[src/rtl/mem_stage_ls.sv]
// MEM stage: pipeline register, byte/half/word load extract and extend, variable-latency SRAM wait.
// Latency: loads answered in the holding cycle pass through combinationally; each SRAM wait cycle adds one stall.
// Backpressure: stallreq_mem is high while an aligned load waits for rvalid; optional MEM_TIMEOUT_EN bounds that wait.
module mem_stage_ls #(
   parameter int STALL_W = 6,
   parameter int STAGE   = 3,
   parameter int PC_W    = 32,
   parameter int TIMEOUT = 16
) (
   input  logic               clk,
   input  logic               rst,
   input  logic [STALL_W-1:0] stall,
   input  logic [PC_W-1:0]    ex_pc,
   input  logic [2:0]         ex_ld_op,
   input  logic [1:0]         ex_addr_lo,
   input  logic               ex_sel_mem,
   input  logic               ex_rf_we,
   input  logic [4:0]         ex_rf_waddr,
   input  logic [31:0]        ex_result,
   input  logic [31:0]        data_sram_rdata,
   input  logic               data_sram_rvalid,
   output logic [PC_W-1:0]    mem_pc,
   output logic               mem_rf_we,
   output logic [4:0]         mem_rf_waddr,
   output logic [31:0]        mem_rf_wdata,
   output logic               mem_misalign,
   output logic               stallreq_mem,
   output logic               mem_bus_err
);

   localparam logic [2:0] OP_LB  = 3'b001;
   localparam logic [2:0] OP_LBU = 3'b010;
   localparam logic [2:0] OP_LH  = 3'b011;
   localparam logic [2:0] OP_LHU = 3'b100;
   localparam logic [2:0] OP_LW  = 3'b101;

   typedef struct packed {
      logic [PC_W-1:0] pc;
      logic [2:0]      ld_op;
      logic [1:0]      addr_lo;
      logic            sel_mem;
      logic            rf_we;
      logic [4:0]      rf_waddr;
      logic [31:0]     result;
   } mem_reg_t;

   typedef enum logic [1:0] {IDLE, WAIT, DONE} state_t;

   function automatic logic is_load(input logic [2:0] op);
      return (op >= OP_LB) && (op <= OP_LW);
   endfunction

   function automatic logic is_misaligned(input logic [2:0] op, input logic [1:0] lo);
      return (((op == OP_LH) || (op == OP_LHU)) && lo[0]) ||
             ((op == OP_LW) && (lo != 2'b00));
   endfunction

   function automatic logic [31:0] extend(input logic [2:0] op, input logic [1:0] lo,
                                          input logic [31:0] d);
      logic [7:0]  b;
      logic [15:0] h;
      logic [31:0] r;
      case (lo)
         2'b00:   b = d[7:0];
         2'b01:   b = d[15:8];
         2'b10:   b = d[23:16];
         default: b = d[31:24];
      endcase
      h = lo[1] ? d[31:16] : d[15:0];
      case (op)
         OP_LB:   r = {{24{b[7]}}, b};
         OP_LBU:  r = {24'h0, b};
         OP_LH:   r = {{16{h[15]}}, h};
         OP_LHU:  r = {16'h0, h};
         OP_LW:   r = d;
         default: r = 32'h0;
      endcase
      return r;
   endfunction

   mem_reg_t    r;
   mem_reg_t    ex_in;
   state_t      st;
   logic [31:0] ld_buf;
   logic [31:0] ld_ext;
   logic [31:0] ld_data;
   logic        bubble;
   logic        capture;
   logic        misalign;
   logic        wait_miss;
   logic        bus_err;
   logic        unused_stall;

   assign ex_in = '{pc: ex_pc, ld_op: ex_ld_op, addr_lo: ex_addr_lo, sel_mem: ex_sel_mem,
                    rf_we: ex_rf_we, rf_waddr: ex_rf_waddr, result: ex_result};

   assign bubble       = stall[STAGE] & ~stall[STAGE+1];
   assign capture      = ~stall[STAGE];
   assign unused_stall = ^stall;

   // Pipeline register: reset, bubble, capture, otherwise hold.
   always_ff @(posedge clk) begin
      if (rst)          r <= '0;
      else if (bubble)  r <= '0;
      else if (capture) r <= ex_in;
   end

   assign misalign  = is_load(r.ld_op) & is_misaligned(r.ld_op, r.addr_lo);
   assign wait_miss = (st == WAIT) & ~data_sram_rvalid;
   assign ld_ext    = extend(r.ld_op, r.addr_lo, data_sram_rdata);

`ifdef MEM_TIMEOUT_EN
   localparam int CNT_W = (TIMEOUT < 2) ? 1 : $clog2(TIMEOUT);
   logic [CNT_W-1:0] tmo_cnt;
   logic             bus_err_q;
   assign bus_err = bus_err_q;
`else
   logic unused_timeout;
   assign bus_err        = 1'b0;
   assign unused_timeout = (TIMEOUT != 0);
`endif

   // Load FSM: enter WAIT on capture of an aligned load, buffer the answer, optionally time out.
   always_ff @(posedge clk) begin
      if (rst) begin
         st     <= IDLE;
         ld_buf <= '0;
`ifdef MEM_TIMEOUT_EN
         tmo_cnt   <= '0;
         bus_err_q <= 1'b0;
`endif
      end else if (bubble) begin
         st <= IDLE;
`ifdef MEM_TIMEOUT_EN
         bus_err_q <= 1'b0;
`endif
      end else if (capture) begin
         st <= (is_load(ex_ld_op) && !is_misaligned(ex_ld_op, ex_addr_lo)) ? WAIT : IDLE;
`ifdef MEM_TIMEOUT_EN
         tmo_cnt   <= '0;
         bus_err_q <= 1'b0;
`endif
      end else if (st == WAIT) begin
         if (data_sram_rvalid) begin
            st     <= DONE;
            ld_buf <= ld_ext;
         end
`ifdef MEM_TIMEOUT_EN
         else if (tmo_cnt == CNT_W'(TIMEOUT - 1)) begin
            st        <= DONE;
            ld_buf    <= '0;
            bus_err_q <= 1'b1;
         end else begin
            tmo_cnt <= tmo_cnt + 1'b1;
         end
`endif
      end
   end

   // Load data source: bypass in the rvalid cycle, buffer afterwards, zero while still waiting.
   always_comb begin
      ld_data = 32'h0;
      if (st == DONE)                          ld_data = ld_buf;
      else if ((st == WAIT) && data_sram_rvalid) ld_data = ld_ext;
   end

   assign mem_pc       = r.pc;
   assign mem_rf_waddr = r.rf_waddr;
   assign mem_rf_wdata = r.sel_mem ? ld_data : r.result;
   assign mem_rf_we    = r.rf_we & ~misalign & ~wait_miss & ~bus_err;
   assign mem_misalign = misalign;
   assign stallreq_mem = wait_miss;
   assign mem_bus_err  = bus_err;

endmodule

[config.mk]
export PLATFORM = sky130hd
export DESIGN_NAME = mem_stage_ls
export DESIGN_NICKNAME = d
export VERILOG_FILES = /design/src/rtl/mem_stage_ls.sv
export SDC_FILE = /design/constraint.sdc
export NUM_CORES = 1
export LEC_CHECK = 0
export CAP_MARGIN = 20
export CORE_ASPECT_RATIO = 1.2
export CORE_MARGIN = 1.5
export CORE_UTILIZATION = 41
export CTS_BUF_LIST = sky130_fd_sc_hd__clkbuf_16
export DETAILED_ROUTE_END_ITERATION = 16
export PLACE_DENSITY = 0.89
export SYNTH_ARGS = -nofsm -noshare
export SYNTH_HDL_FRONTEND = slang
export SYNTH_SLANG_ARGS = --single-unit
[constraint.sdc]
create_clock -name clk -period 2.4 [get_ports clk]
set_input_delay 0.48 -clock clk [delete_from_list [all_inputs] [get_ports clk]]
set_output_delay 0.48 -clock clk [all_outputs]
set_load 0.005 [all_outputs]
Word level (Yosys, flattened, before mapping)
Cells that the tools add are included.

cells by class
  add/sub/neg operators = 0
  multiply operators = 0
  divide/modulo/power cells = 0
  order comparisons = 4
  equal/unequal tests = 14
  shift operators = 0
  multiplexer cells = 10
  bitwise logic cells = 10
  reduce and logical (&&, ||, !) cells = 19

operators by type and width
  cell                  count
  $pmux W32 S5          1
  $mux W32              3
  $pmux W8 S3           1
  $mux W16              1
  $eq A3 B3 Y1 const B  4
  $eq A3 B2 Y1 const B  3
  $logic_and A1 B1 Y1   8
  $ge A3 B1 Y1 const B  2
  $le A3 B3 Y1 const B  2
  $mux W2               3
  $and A1 B1 Y1         5
  $not A1 Y1            5
  $eq A2 B1 Y1 const B  2
  $eq A2 B2 Y1 const B  2
  $logic_or A1 B1 Y1    4
  $ne A2 B1 Y1 const B  2
  $reduce_and A4 Y1     1
  $reduce_bool A2 Y1    2
  $eq A3 B1 Y1 const B  1
  $logic_not A2 Y1      1
  $reduce_and A2 Y1     1
  $reduce_or A2 Y1      1
  $logic_not A1 Y1      1
  $mux W1               1

word-level totals
  flip-flop bits (word level) = 110
  latch bits = 0
  memory bits (writable) = 0
  ROM bits = 0
  input bits = 117
  word-level logic and storage cells = 66
  memories kept = 0

Longest topological paths before layout
  depth after elaboration = 8
  gate-level depth with buffers = 7
  gate-level depth less buffers = 5

Worst setup path before layout
Ideal clock, no wire load.

  kind = register to output
  from = reg r[40] (netlist name)
  to = out mem_rf_wdata[2]
  arrival = 1.889 ns
  slack = 0.031 ns
  stages on the path, launching flop included = 6
  path through = dfxtp_1 buf_4 mux4_2 and3_1 a221o_2 a221o_1

on the way
  cells in the longest elaborated chain, start to end = 6
  elaborated cells on any way between the ends = 9
  classes of those cells = 2 x eq/ne; 6 x mux; 1 x reduce/logical

RTL lines
  what                                        RTL line  source
  from (decl)                                 81        mem_reg_t r;
  from (signal assigned)                      105       else if (capture) r <= ex_in;
  $eq A2 B2 Y1, or another cell as far along  63        case (lo)
  $pmux W8 S3                                 63
  $pmux W32 S5 (*)                            70        case (op)
  $mux W32 (*)                                164       else if ((st == WAIT) && data_sram_rvalid) ld_data = ld_ext;
  $mux W32 (*)                                163       if (st == DONE) ld_data = ld_buf;
  $mux W32 (*)                                169       assign mem_rf_wdata = r.sel_mem ? ld_data : r.result;
  to (decl)                                   25        output logic [31:0] mem_rf_wdata,

Every way passes the cells marked *; elsewhere a longest branch is shown, timed or not.

Worst setup path in the final report
  from = reg r[40] (netlist name)
  to = out mem_rf_wdata[7]

The elaborated chain is that of the path after synthesis.

==> flow_metrics.tcl <==
set metrics [dict create \
    holdCritPathClass "flop to flop" \
    crit_path_start_kind "flop" \
    timing.fmax_mhz 354 \
    clockBufferDepth 2 \
    internal_power_mw 3.06 \
    worst_hold_slack_ns 0.472 \
    swShare 0.257 \
    synth_top_flop_cell "dfxtp_1" \
    portBuffers 184 \
    cts_root_buffer "clkbuf_16" \
    route.detailed.drc 0 \
    syn2layout_area_growth_pct 53.4 \
    vdd_ir_drop_max_v 0.000395 \
    cts_tree "done" \
    grt_usage 0.267 \
    synth_mux_area_frac 0.178 \
    hpwlAfterDp_mm 12.6 \
    gp_congestion 0.945 \
    clockPowerShare 0.329 \
    critPathKind "flop to output pin" \
    finalHoldViolations 0 \
    synth-compound-area-share 0.204 \
    crit_arrival_ns 2.35 \
    ys_warn_count 0 \
    regToRegSetupSlack_ns 0.11 \
    chipHeight_um 128 \
    synth_edf_count 0 \
    status "finished, violations left" \
    crit_family "compound AO/OA/AOI/OAI gates" \
    synth_top_family_by_area "compound AO/OA/AOI/OAI gates" \
    ys_async_sr_fraction 0 \
    fin_crit_sh 1.18 \
    drive_gt1_frac 0.262 \
    cts_sinks 110 \
    cts_made_buffers 9 \
    rsz0062_at_grt "true" \
    num_io_pins 190 \
    worstPathCellList "buf_16 > buf_6 > mux4_2 > and3_1 > a221o_1 > a221o_1 > clkdlybuf4s15_1" \
    min_period_ns 2.83 \
    antenna_found_initial 1 \
    slew_headroom 0.539 \
    ctsHtreeMaxLevel 3 \
    skew_ns 0.00981 \
    synth_cells 540 \
    critPathMaxFanout 5 \
    mostFrequentLayoutCells "119 x clkdlybuf4s50_1, 106 x dfxtp_1, 78 x nor2_1, 76 x mux2i_1, 67 x buf_4" \
    drt-total-wl_mm 19.7 \
    grt_pass1_wl_mm 28.5 \
    synthAdderAreaFrac 0.00468 \
    powerDensity_nw_per_um2 503 \
    fin_ws_ns -0.425 \
    seq_area_frac_synth 0.412 \
    ys_types 42 \
    critPathMaxStageDelay_ns 0.38 \
    cp_slowest_cell "dfxtp_4" \
    initial_core_util 0.422 \
    drv_slew 0 \
    p_sw_mw 1.06 \
    drt_pass1_iterations 5 \
    syn_area_um2 5350 \
    seqPwrFrac 0.468 \
    synth_simple_gate_area_frac 0.107 \
    violations "negative setup slack" \
    cp_common_cell "a221o_1" \
    vias_per_cell 5.87 \
    drv_cap 0 \
    cp.required_ns 1.92 \
    core_area_um2 12700 \
    pre_cts_slack_ns -0.813 \
    syn_nets 659 \
    clkLatencyLatePin_ns 0.35 \
    leakage_nw 3.63 \
    crit_buf_inv 3 \
    dieArea_um2 13700 \
    clkSlewWorstSetupHoldPaths_ns 0.07 \
    rows 45 \
    grt_pass1_vias 5526 \
    setup_viol 32 \
    grt_max_degree 80 \
    setup.worst_path.end_class "output pin" \
    synth.avg_cell_area_um2 9.91 \
    ys_ff_latch 110 \
    wl_per_cell_um 21.3 \
    vias 5443 \
    layout.nets 877 \
    combPwrFrac 0.203 \
    tightest_slew_ns 0.689 \
    die-width_um 107 \
    drtIter0Drc 490 \
    detail-route-antenna-nets 0 \
    synth_xor_area_frac 0.00164 \
    nFillCells 949 \
    gr-total-overflow 0 \
    final_common_cell "clkdlybuf4s50_1" \
]
stage by stage:
step | setup TNS, ns | area, µm² | std cells | utilization | power [mW]
6_report | -10.85 | 8210 | 928 | 0.648 | 4.13
5_1_grt | -13.10 | 8210 | 928 | 0.648 | 4.27
4_1_cts | -8.67 | 8020 | 911 | 0.633 | 4.09
3_5_place_dp | -27.84 | 7560 | 878 | 0.597 | 2.74
3_3_place_gp | -26.07 | 7560 | 878 | 0.597 | 2.72
2_1_floorplan | 0 | 5350 | 540 | - | 2.32
cell usage after synthesis (10+ instances only):
cell,count,area [µm²]
nor2_1,82,308
a221o_1,25,250
mux2i_1,76,761
a22o_1,23,201
nand2_1,12,45.0
clkbuf_1,29,109
a211o_1,17,149
a21oi_1,11,55.1
dfxtp_1,110,2200
buf_4,40,300
and2_1,10,62.6
a22oi_1,16,120
cells by family (layout without fill, tap and decap cells):
group,count (synthesis),count (layout)
flip-flops,110,110
multiplexers,85,85
XOR/XNOR,1,1
other,1,2
adder cells (fa/ha/maj),2,2
AO/OA/AOI/OAI,129,130
buffers and inverters,86,308
AND/OR/NAND/NOR,126,126
metal layers:
layer,share of wire,up-vias,track usage
met2,0.50,371,0.460
li1,-,2412,-
met4,0.055,0,0.163
met5,0,-,0
met3,0.097,94,0.0732
met1,0.35,2566,0.289
final cells by class:
| class | instances | area [µm²] | share of cell area |
|---|---|---|---|
| Clock buffer | 9 | 225 | 0.0274 |
| Multi-Input combinational cell | 345 | 2860 | 0.349 |
| Sequential cell | 110 | 2210 | 0.269 |
| Tap cell | 164 | 205 | 0.0250 |
| Antenna cell | 1 | 2.50 | 0.000305 |
| Inverter | 7 | 26.3 | 0.00320 |
| Clock inverter | 7 | 35.0 | 0.00427 |
| Timing Repair Buffer | 285 | 2640 | 0.322 |
path summary, 6_finish.rpt:
kind                                        startpoint                      end  depth (start not counted)
worst min register to register  ld_buf[3]$_SDFFE_PP0P_   ld_buf[3]$_SDFFE_PP0P_                          1
worst min-delay path            ld_buf[3]$_SDFFE_PP0P_   ld_buf[3]$_SDFFE_PP0P_                          1
worst max-delay path                r[40]$_SDFFE_PP0N_          mem_rf_wdata[7]                          7
worst max register to register      r[43]$_SDFFE_PP0N_  ld_buf[16]$_SDFFE_PP0P_                         11
state kept, by name, summed over array words and instances, names as in the netlist:
| name | flops |
|---|---|
| mem_pc | 32 |
| ld_buf | 32 |
| st | 2 |
| r | 39 |
| mem_rf_waddr | 5 |
repair_timing:
action / CTS / global route
setup endpoints to repair: 50 / 33
hold endpoints to repair: 0 / 0
gates cloned: 2 / 1
resized for setup: 196 / 26
pin swaps: 42 / 29
buffers inserted: 18 / 16
hold buffers: 0 / 0
power by group through the flow:
stage               Clock, mW  Sequential [mW]  Combinational (mW)
floorplan                   0             1.96               0.356
global placement            0             1.97               0.749
detailed placement          0             1.97               0.772
CTS                      1.37             1.93               0.784
global route             1.45             1.94               0.882
finish                   1.36             1.93               0.837
Note: power is estimated with default switching activity, not from simulation.
